--- config.mk ---
export PLATFORM = sky130hd
export DESIGN_NAME = resilient_stage_ctrl_flat
export DESIGN_NICKNAME = d
export VERILOG_FILES = /design/src/rtl/resilient_stage_if.sv /design/src/rtl/resilient_stage_ctrl.sv /design/src/flat_wrapper.sv
export SDC_FILE = /design/constraint.sdc
export NUM_CORES = 1
export LEC_CHECK = 0
export ABC_AREA = 0
export CORE_MARGIN = 3
export CORE_UTILIZATION = 40
export CTS_BUF_LIST = sky130_fd_sc_hd__clkbuf_8
export DETAILED_ROUTE_END_ITERATION = 16
export PLACE_DENSITY = 0.7
export SLEW_MARGIN = 15
export SYNTH_ARGS = -nofsm -noshare
export SYNTH_HDL_FRONTEND = slang
export SYNTH_SLANG_ARGS = --single-unit
--- constraint.sdc ---
create_clock -name clk -period 2.1 [get_ports clk]
set_clock_uncertainty 0.1 [all_clocks]
set_input_delay 0.525 -clock clk [delete_from_list [all_inputs] [get_ports clk]]
set_output_delay 0.525 -clock clk [all_outputs]
set_load 0.01 [all_outputs]
--- src/rtl/resilient_stage_if.sv ---
// Four-phase left/right channel bundle for one timing-resilient pipeline stage.
// The master drives requests/data towards the stage; the slave is the stage itself.
interface resilient_stage_if #(
  parameter int WIDTH = 8
);
  logic             l_req;
  logic             l_ack;
  logic [WIDTH-1:0] l_data;
  logic             r_req;
  logic             r_ack;
  logic [WIDTH-1:0] r_data;

  modport master (
    output l_req, l_data, r_ack,
    input  l_ack, r_req, r_data
  );

  modport slave (
    input  l_req, l_data, r_ack,
    output l_ack, r_req, r_data
  );
endinterface

--- src/rtl/resilient_stage_ctrl.sv ---
// Timing-resilient stage controller: captures a left token, watches a shadow-latch
// error window, substitutes the corrected value and forwards it on the right channel.
module resilient_stage_ctrl #(
  parameter int             WIDTH      = 8,
  parameter int             ERR_WINDOW = 4,
  parameter int             RECOVER    = 2,
  parameter bit             TOKEN      = 1'b0,
  parameter logic [WIDTH-1:0] INIT     = {WIDTH{1'b0}},
  parameter int             CNT_W      = 8
) (
  input  logic              clk,
  input  logic              rst,
  resilient_stage_if.slave  ch,
  input  logic              err,
  input  logic [WIDTH-1:0]  shadow_data,
  output logic              latch_en,
  output logic              sample,
  input  logic              err_clr,
  output logic [CNT_W-1:0]  err_count,
  output logic              busy
);

  localparam logic [2:0] S_IDLE = 3'd0;
  localparam logic [2:0] S_WIN  = 3'd1;
  localparam logic [2:0] S_RCV  = 3'd2;
  localparam logic [2:0] S_HS   = 3'd3;
  localparam logic [2:0] S_RTZ  = 3'd4;

  // The shared down-counter only ever holds values up to max(ERR_WINDOW, RECOVER)-1.
  localparam int CNT_MAX = (ERR_WINDOW > RECOVER) ? ERR_WINDOW : RECOVER;
  localparam int TW      = (CNT_MAX > 1) ? $clog2(CNT_MAX) : 1;
  localparam logic [CNT_W-1:0] ERR_SAT = {CNT_W{1'b1}};

  logic [2:0]       state_q, state_d;
  logic [TW-1:0]    cnt_q, cnt_d;
  logic             err_flag_q, err_flag_d;
  logic             left_done_q, left_done_d;
  logic [WIDTH-1:0] r_data_q, r_data_d;
  logic             l_ack_q, l_ack_d;
  logic             r_req_q, r_req_d;
  logic             latch_en_q, latch_en_d;
  logic [CNT_W-1:0] err_count_q, err_count_d;
  logic             flag_now_s;
  logic             win_err_s;

  // Next-state logic for the stage FSM, data register and handshake outputs.
  always_comb begin
    state_d     = state_q;
    cnt_d       = cnt_q;
    err_flag_d  = err_flag_q;
    left_done_d = left_done_q;
    r_data_d    = r_data_q;
    l_ack_d     = l_ack_q;
    r_req_d     = r_req_q;
    latch_en_d  = 1'b0;
    win_err_s   = 1'b0;
    flag_now_s  = err_flag_q | err;

    case (state_q)
      S_IDLE: begin
        if (ch.l_req) begin
          r_data_d   = ch.l_data;
          cnt_d      = TW'(ERR_WINDOW - 1);
          err_flag_d = 1'b0;
          latch_en_d = 1'b1;
          state_d    = S_WIN;
        end else begin
          state_d = S_IDLE;
        end
      end
      S_WIN: begin
        if (err) begin
          r_data_d = shadow_data;
        end else begin
          r_data_d = r_data_q;
        end
        err_flag_d = flag_now_s;
        if (cnt_q == TW'(0)) begin
          win_err_s = flag_now_s;
          if (flag_now_s && (RECOVER > 0)) begin
            cnt_d   = TW'(RECOVER - 1);
            state_d = S_RCV;
          end else begin
            r_req_d = 1'b1;
            l_ack_d = ~left_done_q;
            state_d = S_HS;
          end
        end else begin
          cnt_d = cnt_q - TW'(1);
        end
      end
      S_RCV: begin
        if (cnt_q == TW'(0)) begin
          r_req_d = 1'b1;
          l_ack_d = ~left_done_q;
          state_d = S_HS;
        end else begin
          cnt_d = cnt_q - TW'(1);
        end
      end
      S_HS: begin
        if (r_req_q && ch.r_ack) begin
          r_req_d = 1'b0;
        end else begin
          r_req_d = r_req_q;
        end
        if (l_ack_q && !ch.l_req) begin
          l_ack_d = 1'b0;
        end else begin
          l_ack_d = l_ack_q;
        end
        // Both sides returned: RTZ also covers an r_ack that already dropped here.
        if (!r_req_q && !l_ack_q) begin
          state_d = S_RTZ;
        end else begin
          state_d = S_HS;
        end
      end
      S_RTZ: begin
        if (!ch.r_ack) begin
          left_done_d = 1'b0;
          state_d     = S_IDLE;
        end else begin
          state_d = S_RTZ;
        end
      end
      default: begin
        state_d = S_IDLE;
      end
    endcase
  end

  // Saturating error counter; a clear wins over holding, and clear+increment gives 1.
  always_comb begin
    err_count_d = err_count_q;
    if (err_clr) begin
      err_count_d = win_err_s ? CNT_W'(1) : {CNT_W{1'b0}};
    end else if (win_err_s && (err_count_q != ERR_SAT)) begin
      err_count_d = err_count_q + CNT_W'(1);
    end else begin
      err_count_d = err_count_q;
    end
  end

  // State registers with synchronous reset into the idle or token-holding state.
  always_ff @(posedge clk) begin
    if (rst) begin
      state_q     <= TOKEN ? S_HS : S_IDLE;
      cnt_q       <= {TW{1'b0}};
      err_flag_q  <= 1'b0;
      left_done_q <= TOKEN;
      r_data_q    <= INIT;
      l_ack_q     <= 1'b0;
      r_req_q     <= TOKEN;
      latch_en_q  <= 1'b0;
      err_count_q <= {CNT_W{1'b0}};
    end else begin
      state_q     <= state_d;
      cnt_q       <= cnt_d;
      err_flag_q  <= err_flag_d;
      left_done_q <= left_done_d;
      r_data_q    <= r_data_d;
      l_ack_q     <= l_ack_d;
      r_req_q     <= r_req_d;
      latch_en_q  <= latch_en_d;
      err_count_q <= err_count_d;
    end
  end

  assign ch.l_ack  = l_ack_q;
  assign ch.r_req  = r_req_q;
  assign ch.r_data = r_data_q;
  assign latch_en  = latch_en_q;
  assign err_count = err_count_q;
  assign sample    = (state_q == S_WIN);
  assign busy      = (state_q != S_IDLE);

endmodule

--- src/flat_wrapper.sv ---
// flat-port wrapper written by rule: the top's interface ports become plain ports
module resilient_stage_ctrl_flat 
#(
  parameter int             WIDTH      = 8,
  parameter int             ERR_WINDOW = 4,
  parameter int             RECOVER    = 2,
  parameter bit             TOKEN      = 1'b0,
  parameter logic [WIDTH-1:0] INIT     = {WIDTH{1'b0}},
  parameter int             CNT_W      = 8
)
  (clk, rst, err, shadow_data, latch_en, sample, err_clr, err_count, busy, ch_l_req, ch_l_data, ch_r_ack, ch_l_ack, ch_r_req, ch_r_data);
  resilient_stage_if #(.WIDTH(WIDTH)) ch_i ();
  input  logic clk;
  input  logic rst;
  input  logic err;
  input  logic [WIDTH-1:0] shadow_data;
  output logic latch_en;
  output logic sample;
  input  logic err_clr;
  output logic [CNT_W-1:0] err_count;
  output logic busy;
  input wire logic [$bits(ch_i.l_req)-1:0] ch_l_req;
  input wire logic [$bits(ch_i.l_data)-1:0] ch_l_data;
  input wire logic [$bits(ch_i.r_ack)-1:0] ch_r_ack;
  output wire logic [$bits(ch_i.l_ack)-1:0] ch_l_ack;
  output wire logic [$bits(ch_i.r_req)-1:0] ch_r_req;
  output wire logic [$bits(ch_i.r_data)-1:0] ch_r_data;
  assign ch_i.l_req = ch_l_req;
  assign ch_i.l_data = ch_l_data;
  assign ch_i.r_ack = ch_r_ack;
  assign ch_l_ack = ch_i.l_ack;
  assign ch_r_req = ch_i.r_req;
  assign ch_r_data = ch_i.r_data;
  resilient_stage_ctrl #(.WIDTH(WIDTH), .ERR_WINDOW(ERR_WINDOW), .RECOVER(RECOVER), .TOKEN(TOKEN), .INIT(INIT), .CNT_W(CNT_W)) u_core (.clk(clk), .rst(rst), .ch(ch_i), .err(err), .shadow_data(shadow_data), .latch_en(latch_en), .sample(sample), .err_clr(err_clr), .err_count(err_count), .busy(busy));
endmodule
==> metrics.md, run 1 <==
| Metric | Value |
|---|---|
| CTS tree | built |
| Share of the synthesized area in the top cell type | 38.6% |
| Placed Area | 0.00181 mm² |
| WL/cell | 13.3 µm |
| CTS Sinks | 25 |
| Avg Cell Area, Syn | 8.63 µm² |
| CP Class | reg -> out |
| FP Rows | 20 |
| Ys async rst share | 0% |
| Largest net degree at the start of global routing | 19 |
| # DRC | 0 |
| Final setup fails | 0 |
| DRT antenna net count | 0 |
| Total Routing Usage GR | 17.2% |
| Routability cong. | 0.760 |
| Max Cap Viol | 0 |
| Syn_nets | 175 |
| Final Hold Fails | 0 |
| Synth Instances | 150 |
| Post-synthesis register bit count | 25 |
| Cell variety after synth | 38 |
| Crit path from | u_core.err_count[2] |
| Largest cells by area after synthesis | dfxtp_1 39%, mux2i_1 7.0%, a211oi_1 5.8%, nor2_1 5.5%, nor3_1 3.1% |
| Post-CTS Hold Fix Bufs | 0 |
| Final #Nets | 223 |
| DRT iter0 DRCs | 82 |
| DIE AREA | 0.00396 mm² |
| Outcome | completed |
| Synth Cell Area | 0.00129 mm² |
| Fin cells | 241 |
| Max transition margin | 71.9% |
| End-of-flow core utilization | 60.4% |
| Antenna cells | 0 |
| Reg clk slew, reported paths | 0.08 ns |
| CP max stage cell | clkdlybuf4s50_1 |
| Post-synth top flop | dfxtp_1 |
| Clock buffer depth | 2 |
| Area grow syn2layout | 43.5% |
| IO buf count | 42 |
| Power Density | 722 mW/mm² |
| Placed Cells incl. Taps | 237 |
| Layout cells sized above 1 | 10.2% |
| Crit path cell chain | clkdlybuf4s50_1 |
| Die width | 62.9 µm |
| CP Launch Type | flip-flop |
| CTS Buf Count | 3 |
| Drt pass-1 iters | 4 |
| Final Max Slew Viols | 0 |
| Vias in the first global route | 1226 |
| WHS | 0.399 ns |
| Post-synth top area cell | dfxtp_1 |
| Root Buffer | clkbuf_8 |
| Htree depth | 1 |
| Most numerous cell in the Yosys netlist | dfxtp_1 |
| Fmax | 511 MHz |
| Leak | 0.700 nW |
| Crit path capture type | output pin |
| Initial antenna violation count | 0 |
| DR vias | 1290 |
| Max IR drop VDD | 423 µV |
| Buf+Inv Stages, Crit Path | 1 |
| Reg2reg start | u_core.cnt_q[0] |
| Fin crit share | 93.2% |
| CP Max Fanout | 9 |
| Final wirelength | 3210 µm |
| Dpl ws | -0.0369 ns |
| Worst hold path class | reg -> reg |
| RSZ-0062 raised after global routing | no |
| Post-CTS Setup Inserts | 0 |
| Register area share after synthesis | 38.6% |
| Number of warnings issued by yosys | 0 |
| CP delay by family, top | buffers and inverters |
| Starting density of the core | 42.1% |
| Clock period minus worst slack | 1.96 ns |
| Worst EP required | 1.47 ns |
| Clock Latency Late Sink | 0.27 ns |
| Top cells by count, synth | 25 x dfxtp_1, 19 x nor2_1, 10 x a211oi_1, 9 x mux2i_1, 8 x nor3_1 |
| Via density | 5.35 |
| # IOs | 43 |
| First-pass GRT wire length | 5570 µm |
| Area of the core | 0.00308 mm² |
| Dpl hpwl | 2480 µm |
| Final Cell Area | 0.00186 mm² |
| Worst-Margin Slew | 0.415 ns |
| Worst Path Arrival | 1.33 ns |
| Final setup margin | 0.143 ns |
| Remaining global-route overflow | 0 |
| Vert. Die Dim | 62.9 µm |
| Number of synthesized flops with an enable pin | 0 |
| Max incr delay on CP | 0.59 ns |
| Hold path startpoint | u_core.ch.r_data[1] |
logic make-up after synthesis:
family / after synthesis / share of synthesized area (%)
simple gates: 60 / 25.8
mux: 10 / 8.70
buf+inv: 14 / 4.25
flops: 25 / 38.6
fa+ha+maj: 3 / 2.90
compound gates: 38 / 19.7
tightest hold or removal path: cells and delay by family, from the launching register on:
family             cells  cell delay [ns]
DFF                    1             0.32
and+or+nand+nor        1             0.09
AOI/OAI and AO/OA      1             0.05
flip-flops by register name (all words and copies together) (netlist names):
register,count
u_core.ch.l_ack,1
u_core.state_q,3
u_core.err_flag_q,1
u_core.ch.r_data,8
u_core.ch.r_req,1
u_core.err_count,8
u_core.cnt_q,2
u_core.latch_en,1
layout make-up:
class                      instances  area, µm²
clock buffer                       3       41.3
inverter                           5       18.8
multi-input combinational        111        739
timing repair buffer              52        497
sequential                        25        502
tap                               44       55.1
fill                             268       1220
clock inverter                     1       5.00
where the power goes:
| group | leakage, nW | switching [mW] | total (mW) | internal (mW) |
|---|---|---|---|---|
| Sequential | 0.206 | 0.0373 | 0.568 | 0.531 |
| Combinational | 0.469 | 0.233 | 0.486 | 0.253 |
| Clock | 0.0255 | 0.153 | 0.286 | 0.133 |
what timing repair did:
item | CTS | global route
resized for setup | 2 | 1
gates cloned | 0 | 0
endpoints found under the hold margin | 0 | 0
setup endpoints to repair | 2 | 1
layer usage:
metal / share of wire (%) / track usage, % / up-vias / routed length, µm
li1: - / - / 649 / -
met1: 42 / 20.0 / 592 / 1350
met2: 49 / 30.0 / 44 / 1570
met3: 8.2 / 6.12 / 5 / 264
met4: 0.90 / 4.13 / 0 / 29
met5: 0 / 0 / - / 0
per-stage QoR:
stage	setup TNS (ns)	power, mW
global route	0	1.44
detailed placement	-0.0431	1.07
CTS	0	1.36
finish	0	1.34
floorplan	0	0.853
global placement	0	1.05
path summary, 6_finish.rpt:
| check | end | slack [ns] | depth (start not counted) |
|---|---|---|---|
| max | err_count[2] | 0.14 | 1 |
| min | u_core.ch.r_data[1] | 0.40 | 2 |
| max reg2reg | u_core.err_count[5] | 0.23 | 6 |
| min reg2reg | u_core.ch.r_data[1] | 0.40 | 2 |
cells in the final DEF, fill, tap and decap left out, types with 2 or more instances in the layout:
cell,synthesis,final
clkdlybuf4s50_1,0,40
dfxtp_1,25,24
nor2_1,19,19
a211oi_1,10,10
buf_4,0,10
mux2i_1,9,9
nor3_1,8,8
nand2_1,7,7
a21oi_1,6,6
inv_1,5,5
nand3_1,5,5
nor2b_1,4,4
a31oi_1,4,4
a22oi_1,3,3
o21ai_1,3,3
o21a_1,3,3
ha_1,3,3
clkbuf_8,0,3
nor4b_1,2,2
nor4bb_1,2,2
o31ai_1,2,2
or4_1,2,2
a41oi_1,2,2
o21ai_0,2,2
No activity file was read; power rests on OpenSTA's default activity.
==> run 2: changes to the inputs <==
GPL_TIMING_DRIVEN = 0   (was default)
==> run 2 against run 1 <==
Net effect: critical path depth grew 2; clock power up 3%; worst setup slack got worse by 0.067 ns; global-route usage decreased by 0.075 points; wire length is 0.87% lower; design area up 0.67%; combinational power about the same; die area stayed put; non-clock buffer count grew 1; core utilization rose by 0.41 points; critical path type unchanged; largest cell class unchanged; largest power group unchanged.
==> metrics.md, run 2 (synthesis results as in run 1) <==
| Metric | Value |
|---|---|
| Vias in the first global route | 1245 (+1.5%) |
| Root Buffer | clkbuf_8 |
| CTS Buf Count | 3 (unchanged) |
| CP Launch Type | flip-flop |
| Placed Cells incl. Taps | 235 (-0.84%) |
| Max Cap Viol | 0 (unchanged) |
| # IOs | 43 (unchanged) |
| Routability cong. | 0.794 (+4.4%) |
| CTS tree | built |
| Worst EP required | 1.47 ns (about the same) |
| DIE AREA | 0.00396 mm² (unchanged) |
| WL/cell | 13.2 µm (-1.3%) |
| Leak | 0.693 nW (-0.93%) |
| Antenna cells | 0 (unchanged) |
| Post-CTS Hold Fix Bufs | 0 (unchanged) |
| Initial antenna violation count | 0 (unchanged) |
| Final Max Slew Viols | 0 (unchanged) |
| Clock period minus worst slack | 2.02 ns (+0.0668 ns) |
| IO buf count | 41 (-2.4%) |
| FP Rows | 20 (unchanged) |
| Worst Path Arrival | 1.40 ns (+0.07 ns) |
| RSZ-0062 raised after global routing | no |
| DRT iter0 DRCs | 83 (+1.2%) |
| Tot Pwr | 1.36 mW (+1.4%) |
| CP Class | reg -> out |
| Fin crit share | 96.4% (+3.2 points) |
| Max IR drop VDD | 413 µV (-2.4%) |
| WHS | 0.398 ns (-0.00171 ns) |
| Fin cells | 242 (+0.41%) |
| Layout cells sized above 1 | 10.1% (-0.051 points) |
| Post-Route M1 WL | 1400 µm (+4.0%) |
| Vert. Die Dim | 62.9 µm (unchanged) |
| Die width | 62.9 µm (unchanged) |
| Uppermost layer routed | met4 |
| Clock buffer depth | 2 (unchanged) |
| Worst hold path class | reg -> reg |
| Area grow syn2layout | 44.4% |
| Final Cell Area | 0.00187 mm² (+0.67%) |
| DRT antenna net count | 0 (unchanged) |
| Outcome | completed |
| Max transition margin | 69.1% (-2.8 points) |
| Final Hold Fails | 0 (unchanged) |
| Power Density | 727 mW/mm² (+0.69%) |
| WL met3 | 245 µm (-7.2%) |
| CTS Sinks | 25 (unchanged) |
| Via density | 5.33 (-0.34%) |
| FILL cells | 277 (+3.4%) |
| Total Routing Usage GR | 17.2% (-0.075 points) |
| Final wirelength | 3190 µm (-0.87%) |
| Clock Latency Late Sink | 0.28 ns (about the same) |
| Final #Nets | 224 (+0.45%) |
| Htree depth | 1 (unchanged) |
| Placed Area | 0.00176 mm² (-2.7%) |
| Final setup fails | 0 (unchanged) |
| Fmax | 494 MHz (-3.3%) |
| Commonest non-fill, non-tap cell in the layout | clkdlybuf4s50_1 |
| Crit path capture type | output pin |
| First-pass GRT wire length | 5560 µm (-0.13%) |
| Reg2Reg Setup Slack | 0.19 ns (-0.04 ns) |
| WL met2 | 1490 µm (-5.1%) |
| Dpl hpwl | 2320 µm (-6.4%) |
| Remaining global-route overflow | 0 (unchanged) |
| CP Max Fanout | 10 (+1) |
| # DRC | 0 (unchanged) |
| Area of the core | 0.00308 mm² (unchanged) |
| Reg clk slew, reported paths | 0.09 ns (about the same) |
| Largest net degree at the start of global routing | 14 (-5) |
| Most frequent cells in the layout | 38 x clkdlybuf4s50_1, 22 x dfxtp_1, 19 x nor2_1, 10 x a211oi_1, 9 x mux2i_1 |
| DR vias | 1291 (+0.078%) |
| Starting density of the core | 42.1% (unchanged) |
| Worst-Margin Slew | 0.464 ns (+0.0485 ns) |
| Drt pass-1 iters | 4 (unchanged) |
run 2: area by class of cell:
class | instances | area [µm²] | share of cell area (%)
Sequential cell | 25 | 507 | 27.1
Buffer | 9 | 57.6 | 3.08
Timing Repair Buffer | 44 | 434 | 23.2
Clock buffer | 3 | 41.3 | 2.21
Multi-Input combinational cell | 111 | 753 | 40.3
Tap cell | 44 | 55.1 | 2.94
Clock inverter | 1 | 3.75 | 0.201
Inverter | 5 | 18.8 | 1.00
run 2: through the flow:
step / setup TNS (ns) / setup WS, ns / utilization, %
floorplan: 0 / 0.388 / -
global placement: -2.06 / -0.250 / 57.2
detailed placement: -2.16 / -0.257 / 57.2
CTS: 0 / 0.0145 / 59.8
global route: 0 / 0.0175 / 60.8
finish: 0 / 0.0757 / 60.8
run 2: power breakdown:
group	internal, mW	leakage, nW	switching [mW]
Sequential	0.531	0.206	0.0455
Combinational	0.261	0.460	0.226
Clock	0.132	0.0269	0.164
run 2: worst max-delay path, cell delays in order, from the launching register on:
cell,delay (ns)
dfxtp_4,0.37
clkbuf_8,0.16
or3_1,0.36
clkdlybuf4s15_1,0.24
run 2: what timing repair did:
action                                  in CTS  in global routing
gates resized for setup                     13                  8
endpoints found under the setup margin       2                  4
pin swaps                                    1                  1
buffers inserted                             1                  2
run 2: per-layer routing:
metal / vias up / global-route usage [%]
li1: 647 / -
met1: 598 / 20.5
met2: 41 / 28.9
met3: 5 / 5.40
met4: 0 / 5.79
met5: - / 0
run 2: final timing paths:
check,start,end,cells past startpoint
max,u_core.state_q[2],busy,3
min,u_core.ch.r_req,u_core.ch.r_req,1
max reg2reg,u_core.cnt_q[0],u_core.err_count[5],6
min reg2reg,u_core.ch.r_req,u_core.ch.r_req,1
